[src/rtl/fft_timer_pkg.sv]
// Purpose: shared types and default sizing for the FFT frame timer bank.
// Latency: n/a (types and constants only).
// Backpressure: n/a.
package fft_timer_pkg;

  // Frame phase; encoding is visible on the phase port.
  typedef enum logic [1:0] {
    IDLE    = 2'd0,
    LOAD    = 2'd1,
    COMPUTE = 2'd2,
    UNLOAD  = 2'd3
  } phase_t;

  localparam int DEF_NUM_SAMPLES     = 8;
  localparam int DEF_LOAD_BEATS      = 6;
  localparam int DEF_ITERS_PER_STAGE = 16;
  localparam int DEF_NUM_STAGES      = 8;
  localparam int DEF_WRITE_BEATS     = 4;

endpackage

[src/rtl/fft_timer_bank_if.sv]
// Purpose: control/status bundle between a frame sequencer and fft_timer_bank.
// Latency: n/a (wires only).
// Backpressure: none; enables are single-cycle beats, every beat is consumed.
// Ports: master drives start/abort/enables and observes status; slave is the timer bank.
interface fft_timer_bank_if #(
  parameter int NUM_SAMPLES     = 8,
  parameter int LOAD_BEATS      = 6,
  parameter int ITERS_PER_STAGE = 16,
  parameter int NUM_STAGES      = 8,
  parameter int WRITE_BEATS     = 4
);
  logic                               start;
  logic                               abort;
  logic                               shift_in_ena;
  logic                               iteration_ena;
  logic                               shift_out_ena;

  logic [1:0]                         phase;
  logic                               busy;
  logic [$clog2(LOAD_BEATS)-1:0]      samples_loaded_count;
  logic [$clog2(NUM_SAMPLES)-1:0]     samples_in_count;
  logic [$clog2(ITERS_PER_STAGE)-1:0] iteration_count;
  logic [$clog2(NUM_STAGES)-1:0]      stage_count;
  logic [$clog2(WRITE_BEATS)-1:0]     samples_written_count;
  logic [$clog2(NUM_SAMPLES)-1:0]     samples_out_count;
  logic                               samples_loaded_done;
  logic                               samples_in_done;
  logic                               iteration_done;
  logic                               fft_done;
  logic                               samples_written_done;
  logic                               samples_out_done;
  logic                               frame_done;
  logic                               overrun_err;

  modport master (
    output start, abort, shift_in_ena, iteration_ena, shift_out_ena,
    input  phase, busy, samples_loaded_count, samples_in_count, iteration_count,
           stage_count, samples_written_count, samples_out_count,
           samples_loaded_done, samples_in_done, iteration_done, fft_done,
           samples_written_done, samples_out_done, frame_done, overrun_err
  );

  modport slave (
    input  start, abort, shift_in_ena, iteration_ena, shift_out_ena,
    output phase, busy, samples_loaded_count, samples_in_count, iteration_count,
           stage_count, samples_written_count, samples_out_count,
           samples_loaded_done, samples_in_done, iteration_done, fft_done,
           samples_written_done, samples_out_done, frame_done, overrun_err
  );

endinterface

[src/rtl/fft_timer_bank_wrap_counter.sv]
// Purpose: mod-N beat counter with synchronous clear and registered wrap pulse.
// Latency: count updates on the enabling edge; wrap pulse is high the cycle after the wrapping beat.
// Backpressure: none; a beat is counted on every cycle en is high.
// Ports: en/clr in; cnt_o count, last_o combinational "this beat wraps" for cascading, wrap_o pulse.
module wrap_counter #(
  parameter  int N = 8,
  localparam int W = $clog2(N)
) (
  input  logic         clk,
  input  logic         n_rst,
  input  logic         en,
  input  logic         clr,
  output logic [W-1:0] cnt_o,
  output logic         last_o,
  output logic         wrap_o
);

  logic [W-1:0] cnt_q, cnt_d;
  logic         wrap_q;

  // Clear wins so an aborted beat never cascades into the next counter.
  assign last_o = en & ~clr & (cnt_q == W'(N - 1));

  always_comb begin
    cnt_d = cnt_q;
    if (clr)         cnt_d = '0;
    else if (last_o) cnt_d = '0;
    else if (en)     cnt_d = cnt_q + W'(1);
  end

  always_ff @(posedge clk or negedge n_rst) begin
    if (!n_rst) begin
      cnt_q  <= '0;
      wrap_q <= 1'b0;
    end else begin
      cnt_q  <= cnt_d;
      wrap_q <= last_o;
    end
  end

  assign cnt_o  = cnt_q;
  assign wrap_o = wrap_q;

endmodule

[src/rtl/fft_timer_bank.sv]
// Purpose: load/compute/unload phase sequencer for one FFT frame built from six cascaded wrap counters.
// Latency: phase and counts change on the consuming edge; done pulses appear the following cycle.
// Backpressure: none; out-of-phase enables are dropped (flagged on overrun_err when FFT_TIMER_OVERRUN_EN is defined).
// Ports: clk, n_rst (async active-low), bus (fft_timer_bank_if.slave) carrying controls and status.
module fft_timer_bank
  import fft_timer_pkg::*;
#(
  parameter int NUM_SAMPLES     = DEF_NUM_SAMPLES,
  parameter int LOAD_BEATS      = DEF_LOAD_BEATS,
  parameter int ITERS_PER_STAGE = DEF_ITERS_PER_STAGE,
  parameter int NUM_STAGES      = DEF_NUM_STAGES,
  parameter int WRITE_BEATS     = DEF_WRITE_BEATS
) (
  input  logic              clk,
  input  logic              n_rst,
  fft_timer_bank_if.slave   bus
);

  phase_t phase_q, phase_d;
  logic   frame_done_q;
  logic   ld_en, in_en, it_en, st_en, wb_en, out_en;
  logic   ld_last, in_last, it_last, st_last, wb_last, out_last;

  // Each counter only sees its enable in its own phase; abort kills the beat.
  assign ld_en  = (phase_q == LOAD)    & bus.shift_in_ena  & ~bus.abort;
  assign in_en  = ld_last;
  assign it_en  = (phase_q == COMPUTE) & bus.iteration_ena & ~bus.abort;
  assign st_en  = it_last;
  assign wb_en  = (phase_q == UNLOAD)  & bus.shift_out_ena & ~bus.abort;
  assign out_en = wb_last;

  wrap_counter #(.N(LOAD_BEATS)) u_ld_cnt (
    .clk(clk), .n_rst(n_rst), .en(ld_en), .clr(bus.abort),
    .cnt_o(bus.samples_loaded_count), .last_o(ld_last), .wrap_o(bus.samples_loaded_done));
  wrap_counter #(.N(NUM_SAMPLES)) u_in_cnt (
    .clk(clk), .n_rst(n_rst), .en(in_en), .clr(bus.abort),
    .cnt_o(bus.samples_in_count), .last_o(in_last), .wrap_o(bus.samples_in_done));
  wrap_counter #(.N(ITERS_PER_STAGE)) u_it_cnt (
    .clk(clk), .n_rst(n_rst), .en(it_en), .clr(bus.abort),
    .cnt_o(bus.iteration_count), .last_o(it_last), .wrap_o(bus.iteration_done));
  wrap_counter #(.N(NUM_STAGES)) u_st_cnt (
    .clk(clk), .n_rst(n_rst), .en(st_en), .clr(bus.abort),
    .cnt_o(bus.stage_count), .last_o(st_last), .wrap_o(bus.fft_done));
  wrap_counter #(.N(WRITE_BEATS)) u_wb_cnt (
    .clk(clk), .n_rst(n_rst), .en(wb_en), .clr(bus.abort),
    .cnt_o(bus.samples_written_count), .last_o(wb_last), .wrap_o(bus.samples_written_done));
  wrap_counter #(.N(NUM_SAMPLES)) u_out_cnt (
    .clk(clk), .n_rst(n_rst), .en(out_en), .clr(bus.abort),
    .cnt_o(bus.samples_out_count), .last_o(out_last), .wrap_o(bus.samples_out_done));

  always_comb begin
    phase_d = phase_q;
    if (bus.abort) begin
      phase_d = IDLE;
    end else begin
      case (phase_q)
        IDLE:    if (bus.start) phase_d = LOAD;
        LOAD:    if (in_last)   phase_d = COMPUTE;
        COMPUTE: if (st_last)   phase_d = UNLOAD;
        UNLOAD:  if (out_last)  phase_d = IDLE;
        default:                phase_d = IDLE;
      endcase
    end
  end

  always_ff @(posedge clk or negedge n_rst) begin
    if (!n_rst) begin
      phase_q      <= IDLE;
      frame_done_q <= 1'b0;
    end else begin
      phase_q      <= phase_d;
      frame_done_q <= out_last;
    end
  end

  assign bus.phase      = phase_q;
  assign bus.busy       = (phase_q != IDLE);
  assign bus.frame_done = frame_done_q;

`ifdef FFT_TIMER_OVERRUN_EN
  logic err_q, err_set, err_clr;

  assign err_set = (bus.shift_in_ena  & (phase_q != LOAD))
                 | (bus.iteration_ena & (phase_q != COMPUTE))
                 | (bus.shift_out_ena & (phase_q != UNLOAD))
                 | (bus.start         & (phase_q != IDLE));
  assign err_clr = bus.abort | (bus.start & (phase_q == IDLE));

  always_ff @(posedge clk or negedge n_rst) begin
    if (!n_rst)       err_q <= 1'b0;
    else if (err_clr) err_q <= 1'b0;
    else if (err_set) err_q <= 1'b1;
  end

  assign bus.overrun_err = err_q;
`else
  assign bus.overrun_err = 1'b0;
`endif

endmodule

[src/flat_wrapper.sv]
// flat-port wrapper written by rule: the top's interface ports become plain ports
module fft_timer_bank_flat import fft_timer_pkg::*;
#(
  parameter int NUM_SAMPLES     = DEF_NUM_SAMPLES,
  parameter int LOAD_BEATS      = DEF_LOAD_BEATS,
  parameter int ITERS_PER_STAGE = DEF_ITERS_PER_STAGE,
  parameter int NUM_STAGES      = DEF_NUM_STAGES,
  parameter int WRITE_BEATS     = DEF_WRITE_BEATS
)
  (clk, n_rst, bus_start, bus_abort, bus_shift_in_ena, bus_iteration_ena, bus_shift_out_ena, bus_phase, bus_busy, bus_samples_loaded_count, bus_samples_in_count, bus_iteration_count, bus_stage_count, bus_samples_written_count, bus_samples_out_count, bus_samples_loaded_done, bus_samples_in_done, bus_iteration_done, bus_fft_done, bus_samples_written_done, bus_samples_out_done, bus_frame_done, bus_overrun_err);
  fft_timer_bank_if #(.NUM_SAMPLES(NUM_SAMPLES), .LOAD_BEATS(LOAD_BEATS), .ITERS_PER_STAGE(ITERS_PER_STAGE), .NUM_STAGES(NUM_STAGES), .WRITE_BEATS(WRITE_BEATS)) bus_i ();
  input  logic clk;
  input  logic n_rst;
  input wire logic [$bits(bus_i.start)-1:0] bus_start;
  input wire logic [$bits(bus_i.abort)-1:0] bus_abort;
  input wire logic [$bits(bus_i.shift_in_ena)-1:0] bus_shift_in_ena;
  input wire logic [$bits(bus_i.iteration_ena)-1:0] bus_iteration_ena;
  input wire logic [$bits(bus_i.shift_out_ena)-1:0] bus_shift_out_ena;
  output wire logic [$bits(bus_i.phase)-1:0] bus_phase;
  output wire logic [$bits(bus_i.busy)-1:0] bus_busy;
  output wire logic [$bits(bus_i.samples_loaded_count)-1:0] bus_samples_loaded_count;
  output wire logic [$bits(bus_i.samples_in_count)-1:0] bus_samples_in_count;
  output wire logic [$bits(bus_i.iteration_count)-1:0] bus_iteration_count;
  output wire logic [$bits(bus_i.stage_count)-1:0] bus_stage_count;
  output wire logic [$bits(bus_i.samples_written_count)-1:0] bus_samples_written_count;
  output wire logic [$bits(bus_i.samples_out_count)-1:0] bus_samples_out_count;
  output wire logic [$bits(bus_i.samples_loaded_done)-1:0] bus_samples_loaded_done;
  output wire logic [$bits(bus_i.samples_in_done)-1:0] bus_samples_in_done;
  output wire logic [$bits(bus_i.iteration_done)-1:0] bus_iteration_done;
  output wire logic [$bits(bus_i.fft_done)-1:0] bus_fft_done;
  output wire logic [$bits(bus_i.samples_written_done)-1:0] bus_samples_written_done;
  output wire logic [$bits(bus_i.samples_out_done)-1:0] bus_samples_out_done;
  output wire logic [$bits(bus_i.frame_done)-1:0] bus_frame_done;
  output wire logic [$bits(bus_i.overrun_err)-1:0] bus_overrun_err;
  assign bus_i.start = bus_start;
  assign bus_i.abort = bus_abort;
  assign bus_i.shift_in_ena = bus_shift_in_ena;
  assign bus_i.iteration_ena = bus_iteration_ena;
  assign bus_i.shift_out_ena = bus_shift_out_ena;
  assign bus_phase = bus_i.phase;
  assign bus_busy = bus_i.busy;
  assign bus_samples_loaded_count = bus_i.samples_loaded_count;
  assign bus_samples_in_count = bus_i.samples_in_count;
  assign bus_iteration_count = bus_i.iteration_count;
  assign bus_stage_count = bus_i.stage_count;
  assign bus_samples_written_count = bus_i.samples_written_count;
  assign bus_samples_out_count = bus_i.samples_out_count;
  assign bus_samples_loaded_done = bus_i.samples_loaded_done;
  assign bus_samples_in_done = bus_i.samples_in_done;
  assign bus_iteration_done = bus_i.iteration_done;
  assign bus_fft_done = bus_i.fft_done;
  assign bus_samples_written_done = bus_i.samples_written_done;
  assign bus_samples_out_done = bus_i.samples_out_done;
  assign bus_frame_done = bus_i.frame_done;
  assign bus_overrun_err = bus_i.overrun_err;
  fft_timer_bank #(.NUM_SAMPLES(NUM_SAMPLES), .LOAD_BEATS(LOAD_BEATS), .ITERS_PER_STAGE(ITERS_PER_STAGE), .NUM_STAGES(NUM_STAGES), .WRITE_BEATS(WRITE_BEATS)) u_core (.clk(clk), .n_rst(n_rst), .bus(bus_i));
endmodule
[config.mk]
export PLATFORM = sky130hd
export DESIGN_NAME = fft_timer_bank_flat
export DESIGN_NICKNAME = d
export VERILOG_FILES = /design/src/rtl/fft_timer_pkg.sv /design/src/rtl/fft_timer_bank_if.sv /design/src/rtl/fft_timer_bank_wrap_counter.sv /design/src/rtl/fft_timer_bank.sv /design/src/flat_wrapper.sv
export SDC_FILE = /design/constraint.sdc
export NUM_CORES = 1
export LEC_CHECK = 0
export CORE_ASPECT_RATIO = 1.2
export CORE_UTILIZATION = 50
export DETAILED_ROUTE_END_ITERATION = 12
export DONT_BUFFER_PORTS = 1
export PLACE_DENSITY = 0.71
export SLEW_MARGIN = 20
export SYNTH_ARGS = -nofsm -noshare
export SYNTH_HDL_FRONTEND = slang
export SYNTH_SLANG_ARGS = --single-unit
[constraint.sdc]
create_clock -name clk -period 2.7 [get_ports clk]
set_clock_uncertainty 0.15 [all_clocks]
set_input_delay 0.27 -clock clk [delete_from_list [all_inputs] [get_ports clk]]
set_output_delay 0.27 -clock clk [all_outputs]
set_load 0.01 [all_outputs]
## Word-level counts from Yosys, hierarchy flattened

Cells that the tools add are included.

| storage, ports and cells | value |
|---|---|
| flip-flop bits (word level) | 26 |
| bits of input ports | 7 |
| output and inout bits | 29 |

| cells by class | value |
|---|---|
| add/subtract/negate cells | 6 |
| equal/unequal tests | 13 |
| muxes and demuxes | 24 |
| bitwise logic cells | 19 |
| reductions and logical operators | 9 |

Operator list:

| operator | number |
|---|---|
| $mux 3 | 12 |
| $and 1x1->1 | 18 |
| $reduce_bool 3->1 | 6 |
| $mux 2 | 8 |
| $add 3x1->3 const B | 4 |
| $eq 3x3->1 const B | 4 |
| $mux 4 | 3 |
| $ne 3x3->1 const B | 3 |
| $pmux 2 s4 | 1 |
| $eq 2x2->1 const B | 3 |
| $add 4x1->4 const B | 1 |
| $eq 4x4->1 const B | 1 |
| $reduce_and 4->1 | 1 |
| $ne 3x2->1 const B | 1 |
| $add 2x1->2 const B | 1 |
| $eq 2x1->1 const B | 1 |
| $logic_not 2->1 | 1 |
| $reduce_bool 2->1 | 1 |
| $not 1->1 | 1 |

## Logic depth before layout (Yosys ltp)

| depth | value |
|---|---|
| depth after elaboration | 10 |
| depth in mapped cells | 6 |
| gate-level depth less buffers | 6 |

## Hierarchy

A second synthesis with hierarchy kept.

| unflattened totals | value |
|---|---|
| cell total of the unflattened synthesis | 123 |
| area, all modules | 1383.8 um^2 |

Modules (own cells, without submodules):

| module | instances | cells each | area each (um^2) | seq. area each (um^2) |
|---|---|---|---|---|
| wrap_counter at u_core.u_in_cnt ... | 3 | 15 | 190.2 | 100.1 |
| fft_timer_bank | 1 | 26 | 250.2 | 75.1 |
| wrap_counter at u_core.u_it_cnt | 1 | 22 | 231.5 | 125.1 |
| wrap_counter at u_core.u_ld_cnt | 1 | 19 | 198.9 | 100.1 |
| wrap_counter at u_core.u_wb_cnt | 1 | 11 | 132.6 | 75.1 |

## Worst setup path before layout

Ideal clock, no wire load.

| path | value |
|---|---|
| path kind | register to register |
| start point | reg u_core.phase_q[0] (netlist: u_core.bus.phase[0]) |
| end point | reg u_core.phase_q[1] (netlist: u_core.bus.phase[1]) |
| arrival | 1565 ps |
| required time | 2426 ps |
| path slack | 861 ps |
| cell stages (with the launch flop) | 7 |
| path through | dfrtp_1 -> inv_1 -> ha_1 -> nand3_4 -> o41ai_2 -> a211o_2 -> nand3_1 |

| between the ends | value |
|---|---|
| word-level cells in the longest chain between the ends | 9 |

Ends and longest elaborated chain:

| what | line | text |
|---|---|---|
| from (decl) | fft_timer_bank.sv:19 | `phase_t phase_q, phase_d;` |
| from (signal assigned) | fft_timer_bank.sv:71 | `phase_q <= phase_d;` |
| $eq 2x2->1 (tied with other cells) | fft_timer_bank.sv:29, fft_timer_bank.sv:56 |  |
| $and 1x1->1 (on tied branches) (2 in a row) | fft_timer_bank.sv:29, fft_timer_bank.sv:25, fft_timer_bank.sv:27 |  |
| $and 1x1->1 (4 in a row) | fft_timer_bank_wrap_counter.sv:22 | `assign last_o = en & ~clr & (cnt_q == W'(N - 1));` |
| $ne 3x2->1 (no source line) or $ne 3x3->1 (tied branches) | n/a |  |
| $reduce_and 4->1 (no source line) | n/a |  |

Parallel ways exist; a longest one is shown, timed or not.
A chain may end at the register's enable or synchronous reset.

## Worst setup path after layout

Same ends and word-level chain as after synthesis.

==> impl_metrics.json <==
{
  "status": "complete, no violations",
  "cp-start-kind": "flop",
  "wl_per_cell_um": 14.8,
  "drv_slew": 0,
  "crit_required_ps": 2770,
  "synth_most_common_cell": "dfrtp_1",
  "num_vias": 966,
  "first_iter_violations": 20,
  "grt_max_degree": 27,
  "remaining_drc_errors": 0,
  "grt_pass1_vias": 1031,
  "fillers": 234,
  "post-route-period-util_pct": 75.5,
  "criticalPathCategory": "flop to flop",
  "htreeDepth": 1,
  "drive_above_1_share_pct": 7.91,
  "clkSinkCount": 26,
  "start_util_pct": 53.9,
  "yosys.cell_types.count": 34,
  "slew_headroom_pct": 34.1,
  "drt-pass1-iter-count": 4,
  "postLayoutCoreUtil_pct": 58.9,
  "syn-num-nets": 154,
  "synth_common_cells": "dfrtp_1, ha_1, nand2_1",
  "pin_count": 36,
  "synth_warnings": 0,
  "clock_latency_ps": 320,
  "multi_input_area_um2": 687,
  "vias_per_cell": 5.62,
  "cp-end-kind": "flop",
  "ant_nets": 0,
  "ys_async_sr_fraction_pct": 100,
  "synth-seq-cells": 26,
  "dieArea_um2": 2990,
  "layout.nets": 161,
  "worst_hold_slack_ps": 17.8,
  "grt_use_total_pct": 18.9,
  "diodes": 0,
  "cp.arrival_ps": 2110,
  "grt_pass1_wl_mm": 4.24,
  "row_count": 20,
  "dp_cells": 161,
  "cap_violations": 0,
  "gp_congestion": 0.763,
  "netlist_top_cells_area": "dfrtp_1, ha_1, nand2_1",
  "hold_viol": 0,
  "peakVddDrop_mv": 0.305,
  "rsz0062_at_grt": "false",
  "crit_fanout": 7,
  "syn-cell-area_um2": 1390,
  "synth_ff_type": "dfrtp_1",
  "core_um2": 2580,
  "fin_cells": 172,
  "die_w_um": 50.1,
  "fp.dieH_um": 59.7,
  "finalPower_w": 0.000828,
  "syn_avg_cell_area_um2": 10.4,
  "regArea_um2": 651,
  "yosysSeqAreaShare_pct": 46.8,
  "power_leakage_nw": 0.696,
  "clk_pin_slew_worst_paths_ps": 140,
  "wl_mm": 2.55,
  "ctsLongestPathBuffers": 2,
  "gr-total-overflow": 0,
  "setup_violations": 0,
  "worst_pin_slew_ps": 985,
  "syn_to_final_growth_pct": 9.28,
  "numCtsBuffers": 3,
  "fmax_mhz": 490,
  "syn_inst": 133,
  "finalSetupTns_ps": 0,
  "yosys.area.top_type": "dfrtp_1",
  "hpwl_mm": 1.82,
  "post_cts_resized": 0,
  "min_path_type": "input port to flop",
  "antenna_found_initial": 0,
  "power_density_nw_per_um2": 546,
  "synth_top_area_share_pct": 46.8,
  "cts_tree": "built",
  "synth-edff-count": 0,
  "io_buffers": 0,
  "min_period_ps": 2040,
  "root_buffer": "clkbuf_4"
}
## final timing paths
check | from | endpoint | slack, ps | depth (start not counted)
worst max-delay path | u_core.bus.phase[0] | u_core.bus.phase[1] | 660 | 6
worst min-delay path | bus_iteration_ena | u_core.u_it_cnt.cnt_o[1] | 20 | 3
worst max register to register | u_core.bus.phase[0] | u_core.bus.phase[1] | 660 | 6
worst min register to register | u_core.u_it_cnt.cnt_o[1] | u_core.u_it_cnt.cnt_o[1] | 480 | 2
max in group asynchronous | n_rst | u_core.u_it_cnt.cnt_o[0] | 2040 | 2
min in group asynchronous | n_rst | u_core.u_out_cnt.cnt_o[1] | 200 | 2
## cell families after synthesis
family	count (synthesis)	synth area share, %
AO/OA/AOI/OAI	21	10.2
other	1	0.270
buffers and inverters	11	3.69
flip-flops	26	46.8
AND/OR/NAND/NOR	54	22.4
XOR/XNOR	4	2.52
adder cells (fa/ha/maj)	14	12.6
multiplexers	2	1.44
## worst max-delay path, cell delays in order (launching register included)
cell and delay (ps):
dfrtp_1 490, inv_1 140, ha_1 340, nand3_4 150
o41ai_2 400, a211o_2 190, nand3_1 70
## through the flow
stage	setup slack [ps]	cell area, um2
after floorplan	861	1390
after global placement	747	1400
after detailed placement	682	1400
after CTS	646	1520
after global routing	479	1520
final	660	1520
## power by group
part           total, W  switching, W  internal, W
clock network  0.000197      0.000115    0.0000825
logic          0.000188      0.000113    0.0000745
registers      0.000443     0.0000360     0.000407
## final cells by class
| class | instances | share of cell area (%) |
|---|---|---|
| clock buffer | 4 | 2.39 |
| inverter | 6 | 1.48 |
| multi-input combinational | 96 | 45.3 |
| timing repair buffer | 7 | 5.28 |
| sequential | 26 | 42.9 |
| tap | 33 | 2.72 |
## metal layers
metal	track usage [%]	wire length, um	up-vias
li1	-	-	472
met1	19.9	1050	468
met2	35.6	1340	22
met3	3.31	122	4
met4	9.39	39	0
met5	0	0	-
## flip-flops by register name, summed over array words and instances (netlist names)
signal and flops:
u_core.u_st_cnt.cnt_o 3, u_core.bus.frame_done 1, u_core.bus.phase 2, u_core.u_in_cnt.wrap_o 1
u_core.u_out_cnt.cnt_o 3, u_core.u_in_cnt.cnt_o 3, u_core.u_it_cnt.wrap_o 1, u_core.u_wb_cnt.cnt_o 2
u_core.u_ld_cnt.wrap_o 1, u_core.u_st_cnt.wrap_o 1, u_core.u_ld_cnt.cnt_o 3, u_core.u_it_cnt.cnt_o 4
u_core.u_wb_cnt.wrap_o 1
## what timing repair did
| item | in CTS | in global routing |
|---|---|---|
| endpoints found under the hold margin | 50 | 0 |
| setup buffers | 0 | 0 |
| hold buffers | 7 | 0 |
## placed cells by master (no fill, tap or decap), types with 2 or more instances in the layout
cell type      Yosys  layout
clkbuf_4           0       3
nor3b_1            2       2
mux2i_1            2       2
nor2_1            12      12
nor3_1             2       2
nor3_4             2       2
nand3_1            7       7
nand3b_1           2       2
a21oi_1            6       6
nand2_1           13      13
dfrtp_1           26      26
o21ai_0            7       7
nand2b_1           6       6
dlygate4sd3_1      0       6
and2_1             2       2
a211oi_1           2       2
inv_1              6       6
xor2_1             3       3
ha_1              14      14
No activity file was read; power rests on OpenSTA's default activity.
